===== src/rtl/phasedetect_pkg.sv =====
// Shared constants, FSM state type and arctangent table for the vectoring CORDIC phase detector.
package phasedetect_pkg;

    localparam int DW       = 20;
    localparam int MAX_ITER = 14;
    localparam logic [15:0] GAIN = 16'd19898;

    typedef enum logic [2:0] {
        IDLE   = 3'd0,
        PREROT = 3'd1,
        ITER   = 3'd2,
        COMP   = 3'd3,
        DONE   = 3'd4
    } state_t;

    // atan(2^-i) scaled so that 32768 = pi
    function automatic logic [15:0] atan_lut(input logic [3:0] idx);
        logic [15:0] val;
        case (idx)
            4'd0:    val = 16'd8192;
            4'd1:    val = 16'd4836;
            4'd2:    val = 16'd2555;
            4'd3:    val = 16'd1297;
            4'd4:    val = 16'd651;
            4'd5:    val = 16'd326;
            4'd6:    val = 16'd163;
            4'd7:    val = 16'd81;
            4'd8:    val = 16'd41;
            4'd9:    val = 16'd20;
            4'd10:   val = 16'd10;
            4'd11:   val = 16'd5;
            4'd12:   val = 16'd3;
            4'd13:   val = 16'd1;
            default: val = 16'd0;
        endcase
        return val;
    endfunction

endpackage


===== src/rtl/phasedetect_microrot.sv =====
// One combinational vectoring-mode CORDIC micro-rotation, driven towards y = 0.
module phasedetect_microrot
    import phasedetect_pkg::*;
(
    input  logic signed [DW-1:0] x,
    input  logic signed [DW-1:0] y,
    input  logic        [15:0]   z,
    input  logic        [3:0]    i,
    output logic signed [DW-1:0] x_next,
    output logic signed [DW-1:0] y_next,
    output logic        [15:0]   z_next
);

    logic signed [DW-1:0] x_shift;
    logic signed [DW-1:0] y_shift;

    always_comb begin
        x_shift = x >>> i;
        y_shift = y >>> i;
        x_next  = x;
        y_next  = y;
        z_next  = z;
        if (!y[DW-1]) begin
            x_next = x + y_shift;
            y_next = y - x_shift;
            z_next = z + atan_lut(i);
        end else begin
            x_next = x - y_shift;
            y_next = y + x_shift;
            z_next = z - atan_lut(i);
        end
    end

endmodule


===== src/rtl/mod_phasedetect.sv =====
// atan2/magnitude recovery from a sine/cosine pair by iterative vectoring CORDIC.
// Define PHASEDETECT_GAINCOMP_EN to add the COMP state that removes the CORDIC gain from o_magnitude.
//   state  | meaning
//   IDLE   | waiting for i_valid, sample captured on strobe
//   PREROT | fold left half-plane vectors into the right half-plane
//   ITER   | one micro-rotation per cycle
//   COMP   | scale x by 1/K (gain compensation builds only)
//   DONE   | o_ready cycle, back to IDLE
module mod_phasedetect
    import phasedetect_pkg::*;
#(
    parameter int ITERATIONS = 14
) (
    input  logic               i_clk,
    input  logic               i_rst,
    input  logic signed [16:0] i_sine,
    input  logic signed [16:0] i_cosine,
    input  logic               i_valid,
    output logic signed [15:0] o_angle,
    output logic        [17:0] o_magnitude,
    output logic               o_ready,
    output logic               o_busy,
    output logic               o_overrun
);

    localparam logic [3:0] LAST = 4'(ITERATIONS - 1);

    state_t               state;
    logic signed [DW-1:0] x;
    logic signed [DW-1:0] y;
    logic        [15:0]   z;
    logic        [3:0]    i;
    logic                 zero;

    logic signed [DW-1:0] x_next;
    logic signed [DW-1:0] y_next;
    logic        [15:0]   z_next;

    phasedetect_microrot u_microrot (
        .x      (x),
        .y      (y),
        .z      (z),
        .i      (i),
        .x_next (x_next),
        .y_next (y_next),
        .z_next (z_next)
    );

`ifdef PHASEDETECT_GAINCOMP_EN
    logic signed [DW+16:0] prod;
    logic        [17:0]    mag_comp;

    assign prod     = x * $signed({1'b0, GAIN});
    assign mag_comp = 18'(prod >>> 15);
`endif

    always_ff @(posedge i_clk) begin
        if (i_rst) begin
            state       <= IDLE;
            x           <= '0;
            y           <= '0;
            z           <= '0;
            i           <= '0;
            zero        <= 1'b0;
            o_angle     <= '0;
            o_magnitude <= '0;
            o_ready     <= 1'b0;
            o_busy      <= 1'b0;
            o_overrun   <= 1'b0;
        end else begin
            o_ready <= 1'b0;
            if (i_valid && state != IDLE)
                o_overrun <= 1'b1;

            case (state)
                IDLE: begin
                    if (i_valid) begin
                        x      <= {{(DW-17){i_cosine[16]}}, i_cosine};
                        y      <= {{(DW-17){i_sine[16]}}, i_sine};
                        o_busy <= 1'b1;
                        state  <= PREROT;
                    end
                end

                PREROT: begin
                    // (0,0) would otherwise sum the whole atan table
                    zero <= (x == '0) && (y == '0);
                    i    <= '0;
                    if (x[DW-1] && !y[DW-1]) begin
                        x <= y;
                        y <= -x;
                        z <= 16'h4000;
                    end else if (x[DW-1] && y[DW-1]) begin
                        x <= -y;
                        y <= x;
                        z <= 16'hC000;
                    end else begin
                        z <= '0;
                    end
                    state <= ITER;
                end

                ITER: begin
                    x <= x_next;
                    y <= y_next;
                    z <= z_next;
                    i <= i + 4'd1;
                    if (i == LAST) begin
`ifdef PHASEDETECT_GAINCOMP_EN
                        state <= COMP;
`else
                        state       <= DONE;
                        o_ready     <= 1'b1;
                        o_angle     <= zero ? 16'sd0 : z_next;
                        o_magnitude <= x_next[17:0];
`endif
                    end
                end

`ifdef PHASEDETECT_GAINCOMP_EN
                COMP: begin
                    state       <= DONE;
                    o_ready     <= 1'b1;
                    o_angle     <= zero ? 16'sd0 : z;
                    o_magnitude <= mag_comp;
                end
`endif

                DONE: begin
                    o_busy <= 1'b0;
                    state  <= IDLE;
                end

                default: begin
                    o_busy <= 1'b0;
                    state  <= IDLE;
                end
            endcase
        end
    end

endmodule

===== config.mk =====
export PLATFORM = sky130hd
export DESIGN_NAME = mod_phasedetect
export DESIGN_NICKNAME = d
export VERILOG_FILES = /design/src/rtl/phasedetect_pkg.sv /design/src/rtl/phasedetect_microrot.sv /design/src/rtl/mod_phasedetect.sv
export SDC_FILE = /design/constraint.sdc
export NUM_CORES = 1
export LEC_CHECK = 0
export CAP_MARGIN = 40
export CORE_UTILIZATION = 25
export DETAILED_ROUTE_END_ITERATION = 6
export GPL_TIMING_DRIVEN = 0
export PLACE_DENSITY = 0.38
export SLEW_MARGIN = 20
export SYNTH_ARGS = -nofsm -noshare
export SYNTH_HDL_FRONTEND = slang
export SYNTH_SLANG_ARGS = --single-unit

===== constraint.sdc =====
create_clock -name i_clk -period 4.2 [get_ports i_clk]
set_input_delay 0.42 -clock i_clk [delete_from_list [all_inputs] [get_ports i_clk]]
set_output_delay 0.42 -clock i_clk [all_outputs]
set_load 0.02 [all_outputs]

# After elaboration in Yosys (flattened, before gate mapping)
# Memories as Yosys holds them, arrays and structs flattened. A register that Yosys moved wholly into a read port is not among the register bits.
# Index checks and enable logic that the tools add are counted.
[word_totals]
wordCells = 77
register_bits = 101
inputBits = 37
mem_count = 2
output_inout_bits = 37
rom_bits = 448
[classes]
n_bitwise = 2
n_shift = 2
eq_ne = 6
add_sub_neg = 9
reduce_logical = 17
mux = 28
[mem_list]
columns = ["memory", "depth", "word_bits", "read_ports", "rd_ports_with_merged_regs", "write_ports", "line", "text"]
rows = [
  ["(no name shown)", 16, 14, 1, 1, 0, "phasedetect_pkg.sv:19", "case (idx)"],
  ["(no name shown)", 16, 14, 1, 1, 0, "phasedetect_pkg.sv:19", ""],
]
[ops]
columns = ["cell", "n"]
rows = [
  ["2-to-1 mux 20 bit", 8],
  ["case mux 20 bit (3 select lines)", 2],
  ["2-to-1 mux 16 bit", 6],
  ["adder 20 bit", 2],
  ["zero test 20 bit", 2],
  ["negation 20 bit", 2],
  [">>> shifter 20 x 4 -> 20 bit", 2],
  ["subtractor 20 bit", 2],
  ["case mux 16 bit (2 select lines)", 1],
  ["adder 16 bit", 1],
  ["2-to-1 mux 4 bit", 4],
  ["subtractor 16 bit", 1],
  ["case mux 3 bit (3 select lines)", 1],
  ["case mux 4 bit (2 select lines)", 1],
  ["2-to-1 mux 3 bit", 2],
  ["AND reduction 2 bit", 3],
  ["nonzero test 3 bit", 2],
  ["adder 4 x 1 -> 4 bit (second input constant)", 1],
  ["== test 4 bit (second input constant)", 1],
  ["logical AND 1 bit", 4],
  ["inequality test 2 bit (second input constant)", 2],
  ["OR reduction 2 bit", 2],
  ["== test 3 x 1 -> 1 bit (second input constant)", 1],
  ["== test 3 x 2 -> 1 bit (second input constant)", 1],
  ["8 further kinds", 10],
]

# Depth between registers and ports, before layout
[depth]
word_depth = 4
depth_mapped = 23
ltp_nobuf = 21

# Cells and area by module
# Synthesis repeated with hierarchy kept, for this count alone.
[unflattened]
hier_cells = 1452
hier_area_um2 = 11415.9
[modules_own_cells]
columns = ["module", "area_per_inst_um2", "instances", "seq_area_each_um2", "cells_each"]
rows = [
  ["phasedetect_microrot", 6164.7, 1, 0.0, 795],
  ["mod_phasedetect", 5251.3, 1, 2021.9, 657],
]

# Worst setup path before layout
# No wires, ideal clock.
[synth_timing]
kind = "flip-flop to flip-flop"
from = "reg i[1]"
to = "reg y[18]"
path_slack_ns = -0.421
path_stages_with_launch = 19
period_less_slack_ns = 4.621
setup_time_ns = 0.074
t_arrival_ns = 4.546
cell_sequence = "dfxtp_1 buf_2 buf_2 mux4_2 mux2_2 a21o_1 inv_1 ha_1 mux2_2 fa_1 a21oi_1 o211a_1 o31ai_1 o41ai_1 o21ai_0 a31o_2 a211oi_1 a41oi_1 o21ai_0"
[synth_between]
elab_chain_len = 4
word_cells_on_any_way = 5
cone_classes = "add/sub (2); shift (1); mux (2)"
[synth_rtl]
columns = ["item", "line", "text"]
rows = [
  ["from (decl)", "mod_phasedetect.sv:32", "logic [3:0] i;"],
  ["from (signal assigned)", "mod_phasedetect.sv:107", "i <= i + 4'd1;"],
  [">>> shifter 20 x 4 -> 20 bit *", "phasedetect_microrot.sv:18", "x_shift = x >>> i;"],
  ["subtractor 20 bit or adder 20 bit (tied branches)", "phasedetect_microrot.sv:25, phasedetect_microrot.sv:29", ""],
  ["2-to-1 mux 20 bit *", "phasedetect_microrot.sv:23", "if (!y[DW-1]) begin"],
  ["case mux 20 bit (3 select lines) *", "mod_phasedetect.sv:75", "case (state)"],
  ["to (signal assigned)", "mod_phasedetect.sv:79", "y <= {{(DW-17){i_sine[16]}}, i_sine};"],
  ["to (signal assigned)", "mod_phasedetect.sv:91", "y <= -x;"],
  ["to (signal assigned)", "mod_phasedetect.sv:105", "y <= y_next;"],
  ["to (decl)", "mod_phasedetect.sv:30", "logic signed [DW-1:0] y;"],
]
# Every way passes the cells marked *; elsewhere a longest branch is shown, timed or not.
# A chain may end at the register's enable or synchronous reset.

# Worst setup path after layout
[layout_timing]
from = "reg i[1]"
to = "reg y[16]"
# The elaborated chain is that of the path after synthesis.

==> results.sh <==
export IMPL_area_growth_pct=37.9
export IMPL_grt_pass1_vias=11900
export IMPL_slew_headroom=0.397
export IMPL_cp_num_buf_inv=3
export IMPL_clkLatencyLatePin_ns=0.47
export IMPL_critPathSlowestCell="mux4_2"
export IMPL_drt_iter0_drc=1254
export IMPL_dieArea_um2=46100
export IMPL_ir_drop_v=0.000317
export IMPL_grt_usage=0.238
export IMPL_drive_gt1_frac=0.243
export IMPL_drc=0
export IMPL_start_kind="flip-flop"
export IMPL_p_per_area_nw_per_um2=465
export IMPL_slowest_delay_ns=0.57
export IMPL_synth_flop_cell="dfxtp_1"
export IMPL_yosysSeqAreaShare=0.204
export IMPL_hp_class="flip-flop to flip-flop"
export IMPL_yosys_warnings=0
export IMPL_pwr_share_seq=0.176
export IMPL_vias=12400
export IMPL_r2r_end="y[16]"
export IMPL_end_kind="flip-flop"
export IMPL_cts_sinks=115
export IMPL_switchingPower_w=0.00323
export IMPL_place_congestion=0.914
export IMPL_setup_tns_ns=-3.91
export IMPL_rsz0062_at_grt="yes"
export IMPL_worst_slew_pin_slew_ns=0.904
export IMPL_antenna_found_initial=0
export IMPL_overflow=0
export IMPL_p_comb_frac=0.596
export IMPL_synth_area_um2=11300
export IMPL_r2r_cells=18
export IMPL_syn_num_nets=1584
export IMPL_outcome="finished, violations left"
export IMPL_syn_area_per_cell_um2=7.66
export IMPL_r2r_setup_slack_ns=-0.45
export IMPL_whs_ns=0.460
export IMPL_violations="setup timing"
export IMPL_cp_max_fo=6
export IMPL_cts_buffer_depth=2
export IMPL_drt_pass1_iter_count=5
export IMPL_cts_buffers=17
export IMPL_hold_viol_final=0
export IMPL_skew_ns=0.0235
export IMPL_nets=1770
export IMPL_core_um2=44400
export IMPL_cts_tree="yes"
export IMPL_antenna_left=0
export IMPL_synth_edff_count=0
export IMPL_rows=77
export IMPL_crit_chain="buf_12 > buf_12 > mux4_2 > mux2_4 > a21o_1 > inv_2 > ha_4 > mux2_4 > fa_2 > a21oi_4 > o211a_4 > o31ai_4 > o41ai_4 > o21ai_2 > a31o_4 > xor2_4 > a21oi_2 > a211oi_1"
export IMPL_hpwl_mm=43.1
export IMPL_slew_violations=0
export IMPL_nFillCells=4626
export IMPL_hold_path_depth=2
export IMPL_grt_pass1_wl_mm=80.5
export IMPL_path_delay_family="compound AO/OA/AOI/OAI gates"
export IMPL_reg2reg_from="i[1]"
export IMPL_portBuffers=72
export IMPL_crit_type="flip-flop to flip-flop"
export IMPL_grt_max_degree=17
export IMPL_min_delay_start="o_magnitude[11]"
export IMPL_p_clk_frac=0.228
export IMPL_wl_per_cell_um=24.6
export IMPL_syn_instance_count=1476
export IMPL_power_internal_w=0.00403
export IMPL_ys_ff_latch=115
export IMPL_wirelength_mm=55.8
export IMPL_vias_per_cell=5.46
export IMPL_htree_levels=4
export IMPL_cts_root_buf="clkbuf_16"
export IMPL_max_cap_violations=0
export IMPL_arrival_ns=4.95
export IMPL_die_x_um=215
export IMPL_holdPathEnd="o_magnitude[11]"
export IMPL_async_flop_share=0
export IMPL_postCtsHoldBufs=0
export IMPL_clkTransAtPathRegs_ns=0.06
export IMPL_post_place_ws_ns=-1.72
export IMPL_synth_cell_types=80
export IMPL_fmax_mhz=215
export IMPL_fin_crit_ns=4.65
export IMPL_top_level_ports=74
export IMPL_required_ns=4.50
export IMPL_leakage_nw=5.86
export IMPL_switching_share=0.445
export IMPL_setup_violations=23
export IMPL_min_period_over_period=1.11
export IMPL_initial_utilization=0.255
export IMPL_fin_ws_ns=-0.447
export IMPL_die_h_um=215
synthesized netlist by cell type, drive strengths merged (5+ instances only):
cell type  count  area, um2
a21o          17        128
o21a           8       60.1
mux2          12        139
inv           41        154
o31a           5       43.8
o21ai         78        390
a31oi         28        181
a22o           9       78.8
o41ai          6       52.6
a21oi        157        786
a22oi         33        248
clkbuf        82        314
xnor2         75        657
nand3b         8       60.1
ha            68        851
nand2b        15       93.8
mux2i         30        300
mux4          37        848
a221oi        10       87.6
o22ai         10       62.6
o21bai         8       60.1
xor2          40        350
nor2         179        672
nand2        111        417
nor4          10       77.6
and3          11       68.8
o211ai         7       57.6
nor2b         12       75.1
nand3         23        115
nand4          7       43.8
nor3b          6       45.0
a211oi        19        148
and2          15       93.8
nor3          61        305
dfxtp        115       2300
or2            8       50.1
or3           11       68.8
buf           36        176
o31ai         13       97.6
cell usage in the layout, fill, tap and decap left out, types with 15 or more instances in the layout:
| cell type | netlist | final |
|---|---|---|
| a21o_1 | 17 | 16 |
| a21oi_2 | 0 | 19 |
| ha_1 | 68 | 50 |
| clkbuf_16 | 0 | 19 |
| o21ai_0 | 77 | 57 |
| xnor2_1 | 75 | 62 |
| xor2_1 | 40 | 36 |
| mux2i_1 | 30 | 26 |
| buf_4 | 3 | 84 |
| a21oi_1 | 157 | 133 |
| nor3_1 | 61 | 58 |
| clkdlybuf4s50_1 | 0 | 72 |
| mux4_2 | 33 | 36 |
| nand3_1 | 23 | 21 |
| a31oi_1 | 27 | 20 |
| dfxtp_1 | 115 | 109 |
| inv_1 | 40 | 36 |
| nor2_1 | 179 | 168 |
| a22oi_1 | 33 | 31 |
| clkbuf_1 | 79 | 54 |
| buf_6 | 2 | 22 |
| nand2b_1 | 15 | 15 |
| nand2_1 | 111 | 106 |
worst max path at each step:
stage               start  cells past startpoint    end
detailed placement   i[3]                     20  x[18]
global placement    y[19]                     16  y[16]
floorplan            i[0]                     19  y[18]
finish               i[1]                     18  y[16]
global route         i[1]                     18  y[16]
CTS                  i[1]                     18  y[16]
per-stage QoR:
step | total power (W) | util | std cells | instance area (um2)
finish | 0.00726 | 0.351 | 2268 | 15600
global route | 0.00765 | 0.351 | 2267 | 15600
CTS | 0.00683 | 0.333 | 2225 | 14800
detailed placement | 0.00459 | 0.290 | 2145 | 12900
global placement | 0.00458 | 0.289 | 2140 | 12800
floorplan | 0.00356 | - | 1476 | 11400
worst reg2reg max path: stages (launching register included):
cell	delay, ns
dfxtp_4	0.41
buf_12	0.14
buf_12	0.12
mux4_2	0.57
mux2_4	0.31
a21o_1	0.22
inv_2	0.10
ha_4	0.19
mux2_4	0.31
fa_2	0.40
a21oi_4	0.21
o211a_4	0.22
o31ai_4	0.11
o41ai_4	0.43
o21ai_2	0.11
a31o_4	0.27
xor2_4	0.17
a21oi_2	0.16
a211oi_1	0.05
timing repair:
| action | 4_1_cts | 5_1_grt |
|---|---|---|
| endpoints found under the hold margin | 0 | 0 |
| setup buffers | 48 | 37 |
| gates resized for setup | 204 | 112 |
| pin swaps | 64 | 84 |
| gates cloned | 1 | 2 |
| setup endpoints to repair | 71 | 39 |
final cells by class:
class | instances | area, um2 | area share
Clock inverter | 15 | 218 | 0.0140
Tap cell | 592 | 741 | 0.0475
Buffer | 117 | 748 | 0.0480
Inverter | 43 | 166 | 0.0107
Timing Repair Buffer | 168 | 1570 | 0.100
Antenna cell | 1 | 2.50 | 0.000161
Sequential cell | 115 | 2310 | 0.148
Clock buffer | 17 | 425 | 0.0273
Multi-Input combinational cell | 1200 | 9410 | 0.603
metal layers:
| metal | wire length, um | track usage | vias to the layer above |
|---|---|---|---|
| met2 | 26100 | 0.389 | 449 |
| met3 | 2900 | 0.0338 | 79 |
| met1 | 25200 | 0.318 | 6084 |
| met5 | 0 | 0 | - |
| met4 | 1670 | 0.0838 | 0 |
| li1 | - | - | 5779 |
kinds of logic after synthesis:
group,Yosys count,synth area share
simple gates,488,0.204
compound gates,447,0.251
buf+inv,161,0.0577
xor+xnor,115,0.0891
flops,115,0.204
mux,79,0.114
fa+ha+maj,71,0.0806
power by group through the flow:
stage	logic, W	clock network [W]	registers, W
2_1_floorplan	0.00232	0	0.00124
3_3_place_gp	0.00329	0	0.00129
3_5_place_dp	0.00330	0	0.00129
4_1_cts	0.00386	0.00170	0.00127
5_1_grt	0.00463	0.00174	0.00128
6_report	0.00432	0.00166	0.00128
No activity file was read; power rests on OpenSTA's default activity.
